### src/rtl/irq_pkg.sv
`default_nettype none
// ============================================================================
//  Module      : irq_pkg
//  Description : Register offsets, constants and priority helper for irq_ctrl.
//  Revision    : 1.0 - initial release
// ============================================================================
package irq_pkg;

    localparam int          MAX_SRC        = 8;
    localparam logic [7:0]  VEC_NONE       = 8'h80;

    localparam logic [2:0]  IRQ_REG_STATUS  = 3'd0;
    localparam logic [2:0]  IRQ_REG_PENDING = 3'd1;
    localparam logic [2:0]  IRQ_REG_MASK    = 3'd2;
    localparam logic [2:0]  IRQ_REG_VECTOR  = 3'd3;
    localparam logic [2:0]  IRQ_REG_EDGE    = 3'd4;

    // Lowest-numbered active bit wins; VEC_NONE when nothing is active.
    function automatic logic [7:0] irq_vector(input logic [MAX_SRC-1:0] active);
        logic [7:0] vec;
        vec = VEC_NONE;
        for (int i = MAX_SRC - 1; i >= 0; i--) begin
            if (active[i]) begin
                vec = {5'b00000, 3'(i)};
            end
        end
        return vec;
    endfunction

endpackage
`default_nettype wire

### src/rtl/irq_sync.sv
`default_nettype none
// ============================================================================
//  Module      : irq_sync
//  Description : Multi-flop synchroniser for active-low IRQ lines, preset to
//                the deasserted level (1) while in reset.
//  Revision    : 1.0 - initial release
// ============================================================================
module irq_sync #(
    parameter int WIDTH = 8,
    parameter int DEPTH = 2
) (
    input  logic             clock_i,
    input  logic             reset_i,
    input  logic [WIDTH-1:0] async_n_i,
    output logic [WIDTH-1:0] sync_n_o
);

    logic [WIDTH-1:0] stage_q [DEPTH];

    always_ff @(posedge clock_i or posedge reset_i) begin
        if (reset_i) begin
            for (int s = 0; s < DEPTH; s++) begin
                stage_q[s] <= '1;
            end
        end else begin
            stage_q[0] <= async_n_i;
            for (int s = 1; s < DEPTH; s++) begin
                stage_q[s] <= stage_q[s-1];
            end
        end
    end

    assign sync_n_o = stage_q[DEPTH-1];

endmodule
`default_nettype wire

### src/rtl/irq_ctrl.sv
`default_nettype none
// ============================================================================
//  Module      : irq_ctrl
//  Description : 6502 interrupt controller: synchronised sources, pending/mask
//                registers, priority vector and registered active-low IRQB.
//                Optional edge-latched sources with macro IRQ_CTRL_EDGE_EN.
//  Revision    : 1.0 - initial release
// ============================================================================
module irq_ctrl
    import irq_pkg::*;
#(
    parameter int NUM_SRC  = 8,
    parameter int SYNC_LEN = 2
) (
    input  logic               clock_i,
    input  logic               reset_i,
    input  logic               cs_n_i,
    input  logic               rw_i,
    input  logic [2:0]         addr_i,
    input  logic [7:0]         wdata_i,
    output logic [7:0]         rdata_o,
    output logic               rdata_oe_o,
    input  logic [NUM_SRC-1:0] src_irq_n_i,
    output logic               irq_n_o
);

    localparam logic [MAX_SRC-1:0] SRC_VALID = MAX_SRC'((9'd1 << NUM_SRC) - 9'd1);

    logic [NUM_SRC-1:0] w_synced_n;
    logic [NUM_SRC-1:0] w_raw_src;
    logic [MAX_SRC-1:0] w_raw;
    logic               w_wr_act;
    logic               w_commit;
    logic [7:0]         w_rdata;

    logic               wr_act_q;
    logic [MAX_SRC-1:0] mask_q;
    logic [MAX_SRC-1:0] mask_d;
    logic [MAX_SRC-1:0] pending_q;
    logic [MAX_SRC-1:0] pending_d;
    logic               irq_n_q;

    irq_sync #(
        .WIDTH (NUM_SRC),
        .DEPTH (SYNC_LEN)
    ) u_sync (
        .clock_i   (clock_i),
        .reset_i   (reset_i),
        .async_n_i (src_irq_n_i),
        .sync_n_o  (w_synced_n)
    );

    assign w_raw_src = ~w_synced_n;
    assign w_raw     = MAX_SRC'(w_raw_src);

    // A CPU write is held for many clocks; only its first cycle commits.
    assign w_wr_act = ~cs_n_i & ~rw_i;
    assign w_commit = w_wr_act & ~wr_act_q;

`ifdef IRQ_CTRL_EDGE_EN
    logic [MAX_SRC-1:0] edge_q;
    logic [MAX_SRC-1:0] edge_d;
    logic [MAX_SRC-1:0] raw_prev_q;
    logic [MAX_SRC-1:0] w_fall;
    logic [MAX_SRC-1:0] w_w1c;

    assign w_fall = w_raw & ~raw_prev_q;

    always_comb begin
        w_w1c  = '0;
        edge_d = edge_q;
        if (w_commit && (addr_i == IRQ_REG_PENDING)) begin
            w_w1c = wdata_i & SRC_VALID;
        end
        if (w_commit && (addr_i == IRQ_REG_EDGE)) begin
            edge_d = wdata_i & SRC_VALID;
        end
        // A fresh edge outranks a simultaneous W1C of the same bit.
        pending_d = (edge_q & (w_fall | (pending_q & ~w_w1c)))
                  | (~edge_q & w_raw);
    end

    always_ff @(posedge clock_i or posedge reset_i) begin
        if (reset_i) begin
            edge_q     <= '0;
            raw_prev_q <= '0;
        end else begin
            edge_q     <= edge_d;
            raw_prev_q <= w_raw;
        end
    end
`else
    assign pending_d = w_raw;
`endif

    always_comb begin
        mask_d = mask_q;
        if (w_commit && (addr_i == IRQ_REG_MASK)) begin
            mask_d = wdata_i & SRC_VALID;
        end
    end

    always_ff @(posedge clock_i or posedge reset_i) begin
        if (reset_i) begin
            wr_act_q  <= 1'b0;
            mask_q    <= '0;
            pending_q <= '0;
            irq_n_q   <= 1'b1;
        end else begin
            wr_act_q  <= w_wr_act;
            mask_q    <= mask_d;
            pending_q <= pending_d;
            irq_n_q   <= ~|(pending_q & mask_q);
        end
    end

    always_comb begin
        w_rdata = 8'h00;
        case (addr_i)
            IRQ_REG_STATUS:  w_rdata = w_raw;
            IRQ_REG_PENDING: w_rdata = pending_q;
            IRQ_REG_MASK:    w_rdata = mask_q;
            IRQ_REG_VECTOR:  w_rdata = irq_vector(pending_q & mask_q);
`ifdef IRQ_CTRL_EDGE_EN
            IRQ_REG_EDGE:    w_rdata = edge_q;
`else
            IRQ_REG_EDGE:    w_rdata = 8'h00;
`endif
            default:         w_rdata = 8'h00;
        endcase
    end

    assign rdata_oe_o = ~cs_n_i & rw_i;
    assign rdata_o    = rdata_oe_o ? w_rdata : 8'h00;
    assign irq_n_o    = irq_n_q;

endmodule
`default_nettype wire
### config.mk
export PLATFORM = sky130hd
export DESIGN_NAME = irq_ctrl
export DESIGN_NICKNAME = d
export VERILOG_FILES = /design/src/rtl/irq_pkg.sv /design/src/rtl/irq_sync.sv /design/src/rtl/irq_ctrl.sv
export SDC_FILE = /design/constraint.sdc
export NUM_CORES = 1
export LEC_CHECK = 0
export CAP_MARGIN = 25
export CORE_ASPECT_RATIO = 1.5
export CORE_MARGIN = 2
export CORE_UTILIZATION = 30
export CTS_BUF_LIST = sky130_fd_sc_hd__clkbuf_16
export DETAILED_ROUTE_END_ITERATION = 10
export PLACE_DENSITY_LB_ADDON = 0.25
export SLEW_MARGIN = 20
export SYNTH_ARGS = -nofsm -noshare
export SYNTH_HDL_FRONTEND = slang
export SYNTH_SLANG_ARGS = --single-unit
### constraint.sdc
create_clock -name clock_i -period 1.5 [get_ports clock_i]
set_clock_uncertainty 0.1 [all_clocks]
set_input_delay 0.15 -clock clock_i [delete_from_list [all_inputs] [get_ports clock_i]]
set_output_delay 0.15 -clock clock_i [all_outputs]
set_load 0.005 [all_outputs]
; After elaboration in Yosys (flattened, before gate mapping)
; Index checks and enable logic that the tools add are counted.
[totals]
memories = 0
output_inout_bits = 10
regBits = 34
latch_bits = 0
in_bits = 23
word_cells = 31
mem_bits_ro = 0
ramBits = 0
[op_classes]
div_mod_pow = 0
eq_ne = 3
bitwise = 8
reduce_logical = 4
shift = 0
order_cmp = 0
n_addsub = 0
muxes = 10
mul = 0
[op_table]
columns = op, n
row1 = 8-bit two-way mux, 9
row2 = 8-bit case mux with 4 select lines, 1
row3 = 8-bit bitwise AND, 1
row4 = 8-bit inverter, 1
row5 = 8-bit OR reduction, 1
row6 = 3-bit by 2-bit == test with 1-bit output (second input constant), 2
row7 = 1-bit bitwise AND, 3
row8 = 3-bit by 1-bit == test with 1-bit output (second input constant), 1
row9 = 3-bit logical NOT, 1
row10 = 1-bit inverter, 3
row11 = 1-bit logical AND, 1
row12 = 1-bit logical NOT, 1

; Logic depth before layout (Yosys ltp)
[depth]
depth_word = 11
mapped_depth = 5
mapped_depth_nobuf = 4

; Modules after synthesis
; A second synthesis with hierarchy kept.
[hier_totals]
hier_cells = 117
area_unflattened_um2 = 1460.2
[by_module_without_submodules]
columns = mod, seq_area_each_um2, cells_per_inst, area_each_um2, n_inst
row1 = irq_ctrl, 451.7, 92, 975.9, 1
row2 = irq_sync, 420.4, 25, 484.2, 1

; Least setup slack after synthesis
; OpenSTA, ideal clock, no wires.
[synth_path]
path_type = flip-flop to output port
startpoint = reg pending_q[5]
endpoint = out rdata_o[7]
n_path_buf = 0
path_slack_ps = 37
t_required_ps = 1250
stages_incl_launch_ff = 5
arrival_ps = 1213
path_cell_list = dfrtp_1 > a22oi_1 > nand3_1 > or3_1 > a31oi_1
[synth_via]
elab_chain_len = 9
[synth_lines]
columns = item, line_no
row1 = from (decl), irq_ctrl.sv:39  ; logic [MAX_SRC-1:0] pending_q;
row2 = from (signal assigned), irq_ctrl.sv:112  ; pending_q <= pending_d;
row3 = 8-bit bitwise AND, irq_ctrl.sv:123  ; IRQ_REG_VECTOR: w_rdata = irq_vector(pending_q & mask_q);
row4 = 8-bit two-way mux (6 in series), irq_pkg.sv:23  ; if (active[i]) begin
row5 = 8-bit case mux with 4 select lines, irq_ctrl.sv:119  ; case (addr_i)
row6 = 8-bit two-way mux, irq_ctrl.sv:134  ; assign rdata_o = rdata_oe_o ? w_rdata : 8'h00;
row7 = to (decl), irq_ctrl.sv:21  ; output logic [7:0] rdata_o,
; Every way passes these cells.

; Worst setup path after layout
; Ends and elaborated chain as after synthesis.

==> metrics.md <==
| Metric | Value |
|---|---|
| Status | `finished with violations` |
| Violated checks | `setup timing` |
| Area share of the largest cell type after synthesis | `0.318` |
| Final Cell Area | `0.00225 sq mm` |
| Synth area leaders | `dfstp_2 32%, dfrtp_1 30%, mux2_2 6.4%` |
| Min-delay worst type | `input port to asynchronous set/reset pin` |
| Maximum VDD drop | `0.000770 V` |
| Max Clock Freq | `0.538 GHz` |
| Clock sink count | `34` |
| Slew @ Worst Pin | `0.280 ns` |
| Seq/Total Area, Yosys | `0.621` |
| Area growth from synthesis to layout | `59.8%` |
| Startpoint types | `flip-flop` |
| Vias in the first global route | `1211` |
| Iteration-0 DRC Markers | `46` |
| Placed Area | `0.00197 sq mm` |
| Setup slack after layout | `-0.359 ns` |
| Vias | `1101` |
| GP Congestion | `0.805` |
| Worst skew pair latency | `0.27 ns` |
| Commonest cells after routing, fill and taps aside | `30 x buf_4, 18 x clkdlybuf4s50_1, 17 x dfstp_2, 17 x dfrtp_1, 13 x nand2_1` |
| Initial antenna violation count | `0` |
| Most common cell after layout, fill and taps aside | `buf_4` |
| CTS Buf Count | `5` |
| Pin count of the biggest net entering global routing | `35` |
| Setup CP Type | `flip-flop to output pin` |
| Syn Area/Cell | `12.2 sq um` |
| Ys Warns | `0` |
| Synth Register Bits | `34` |
| Die height | `87.8 um` |
| Ant. Diodes | `0` |
| PortBufs | `32` |
| CP max FO | `2` |
| CTS root buf | `clkbuf_16` |
| GRT Util Overall | `0.145` |
| Core ar. | `0.00450 sq mm` |
| Non-Filler Instances | `235` |
| Power per Cell Area | `1240 mW/mm^2` |
| Leak Pwr | `1.05 nW` |
| Final ANT Viol Nets | `0` |
| Die Wd | `59.9 um` |
| CP endpoint kind | `output pin` |
| HPWL after detailed placement | `2310 um` |
| Placed insts | `218` |
| Fin. Hold Viols | `0` |
| Num ports | `33` |
| Design Power | `0.00279 W` |
| Fin Hold WS | `0.117 ns` |
| CTS tree | `done` |
| # hold bufs at CTS | `0` |
| MaxCap Viol Count | `0` |
| Syn Std Cell Area | `0.00141 sq mm` |
| Final setup violation count | `6` |
| Arrival time worst endpoint | `1.61 ns` |
| CP required | `1.25 ns` |
| Clock transition at path regs | `0.05 ns` |
| RSZ-0062 raised after global routing | `yes` |
| Initial core utilization | `0.312` |
| Leading area contributor after synthesis | `dfstp_2` |
| Share of cells above drive strength 1 | `0.508` |
| Placement Rows | `30` |
| Yosys cell types | `29` |
| Max Slew Vio Count | `0` |
| CTS H-tree depth | `2` |
| Fin crit share | `1.24` |
| Relative slew slack | `0.813` |
| Syn Nets | `138` |
| Grt ovf | `0` |
| Mapped Cells | `115` |
| Dpl ws | `-0.725 ns` |
| DRT Pass-1 Iters | `4` |
| Min cycle time layout | `1.86 ns` |
| Die area | `0.00526 sq mm` |
| Routed len/inst | `13.8 um` |
| Number of remaining DRC errors | `0` |
| Post-DR vias/cell | `4.69` |
| Total Nets Final | `209` |
| Fill count | `421` |
| First-pass GRT wire length | `5640 um` |
| Worst-case clock buffer depth | `2` |
| Drt total wl | `3250 um` |
-- power breakdown --
part	switching [W]	total (W)	internal (W)
combinational	0.000232	0.000579	0.000348
clock	0.000349	0.00112	0.000776
sequential	0.0000489	0.00108	0.00103
total	0.000629	0.00279	0.00216
-- registers in the layout, summed over array words and instances, names as in the netlist --
register / count
mask_q: 8
u_sync.sync_n_o: 8
wr_act_q: 1
pending_q: 8
irq_n_o: 1
u_sync.stage_q: 8
-- worst max-delay path, cell delays in order, from the launching register on --
cell and delay [ns]:
dfrtp_1 0.38, a22oi_2 0.24, nand3_1 0.12, or3_1 0.35
a31oi_1 0.12, buf_2 0.13
-- logic make-up after synthesis --
logic type | Yosys count | share of synthesized area
flops | 34 | 0.621
simple gates | 34 | 0.129
buf+inv | 14 | 0.0454
compound gates | 18 | 0.0908
mux | 15 | 0.114
-- repair_timing --
item	4_1_cts	5_1_grt
gates cloned	0	0
setup buffers	6	3
pin swaps	17	10
resized for setup	60	4
endpoints found under the setup margin	18	8
-- metrics by stage --
| step | setup TNS [ns] | util |
|---|---|---|
| 6_report | -1.26 | 0.499 |
| 3_5_place_dp | -7.62 | 0.438 |
| 3_3_place_gp | -7.70 | 0.438 |
| 5_1_grt | -1.81 | 0.499 |
| 4_1_cts | -1.24 | 0.490 |
| 2_1_floorplan | 0 | - |
-- layer usage --
layer	vias to the layer above	global-route usage	routed length, um
met2	24	0.261	1890
met5	-	0	0
met3	4	0.0428	145
li1	531	-	-
met4	0	0.0626	53
met1	542	0.153	1160
-- path summary, 6_finish.rpt --
kind,cells past startpoint,startpoint,slack [ns],to
setup / recovery,5,pending_q[5],-0.36,rdata_o[7]
hold / removal,3,reset_i,0.12,pending_q[6]
setup reg to reg,3,wr_act_q,0.24,mask_q[6]
hold reg to reg,0,u_sync.stage_q[13],0.25,u_sync.sync_n_o[5]
max in group asynchronous,3,reset_i,0.94,irq_n_o
min in group clock_i,3,rw_i,0.13,wr_act_q
-- cell type report --
class,count,area [sq um],share of cell area
Clock inverter,3,41.3,0.0184
Multi-Input combinational cell,67,532,0.237
Clock buffer,5,125,0.0557
Inverter,10,37.5,0.0167
Timing Repair Buffer,68,578,0.257
Tap cell,48,60.1,0.0267
Sequential cell,34,872,0.388
-- cell usage after synthesis, drive strengths merged --
cell / n
a21oi: 2
or3b: 1
clkbuf: 2
o21ai: 5
nand2b: 1
mux2i: 7
o221a: 1
mux2: 8
a31oi: 2
nand4: 1
or3: 2
a22o: 2
dfrtp: 17
nor3: 1
nand2: 16
inv: 10
nand3: 2
nor2: 3
nor2b: 5
and2b: 2
buf: 2
a2bb2oi: 2
o22ai: 1
a32o: 2
a22oi: 1
dfstp: 17
(Power assumes the default switching activity.)
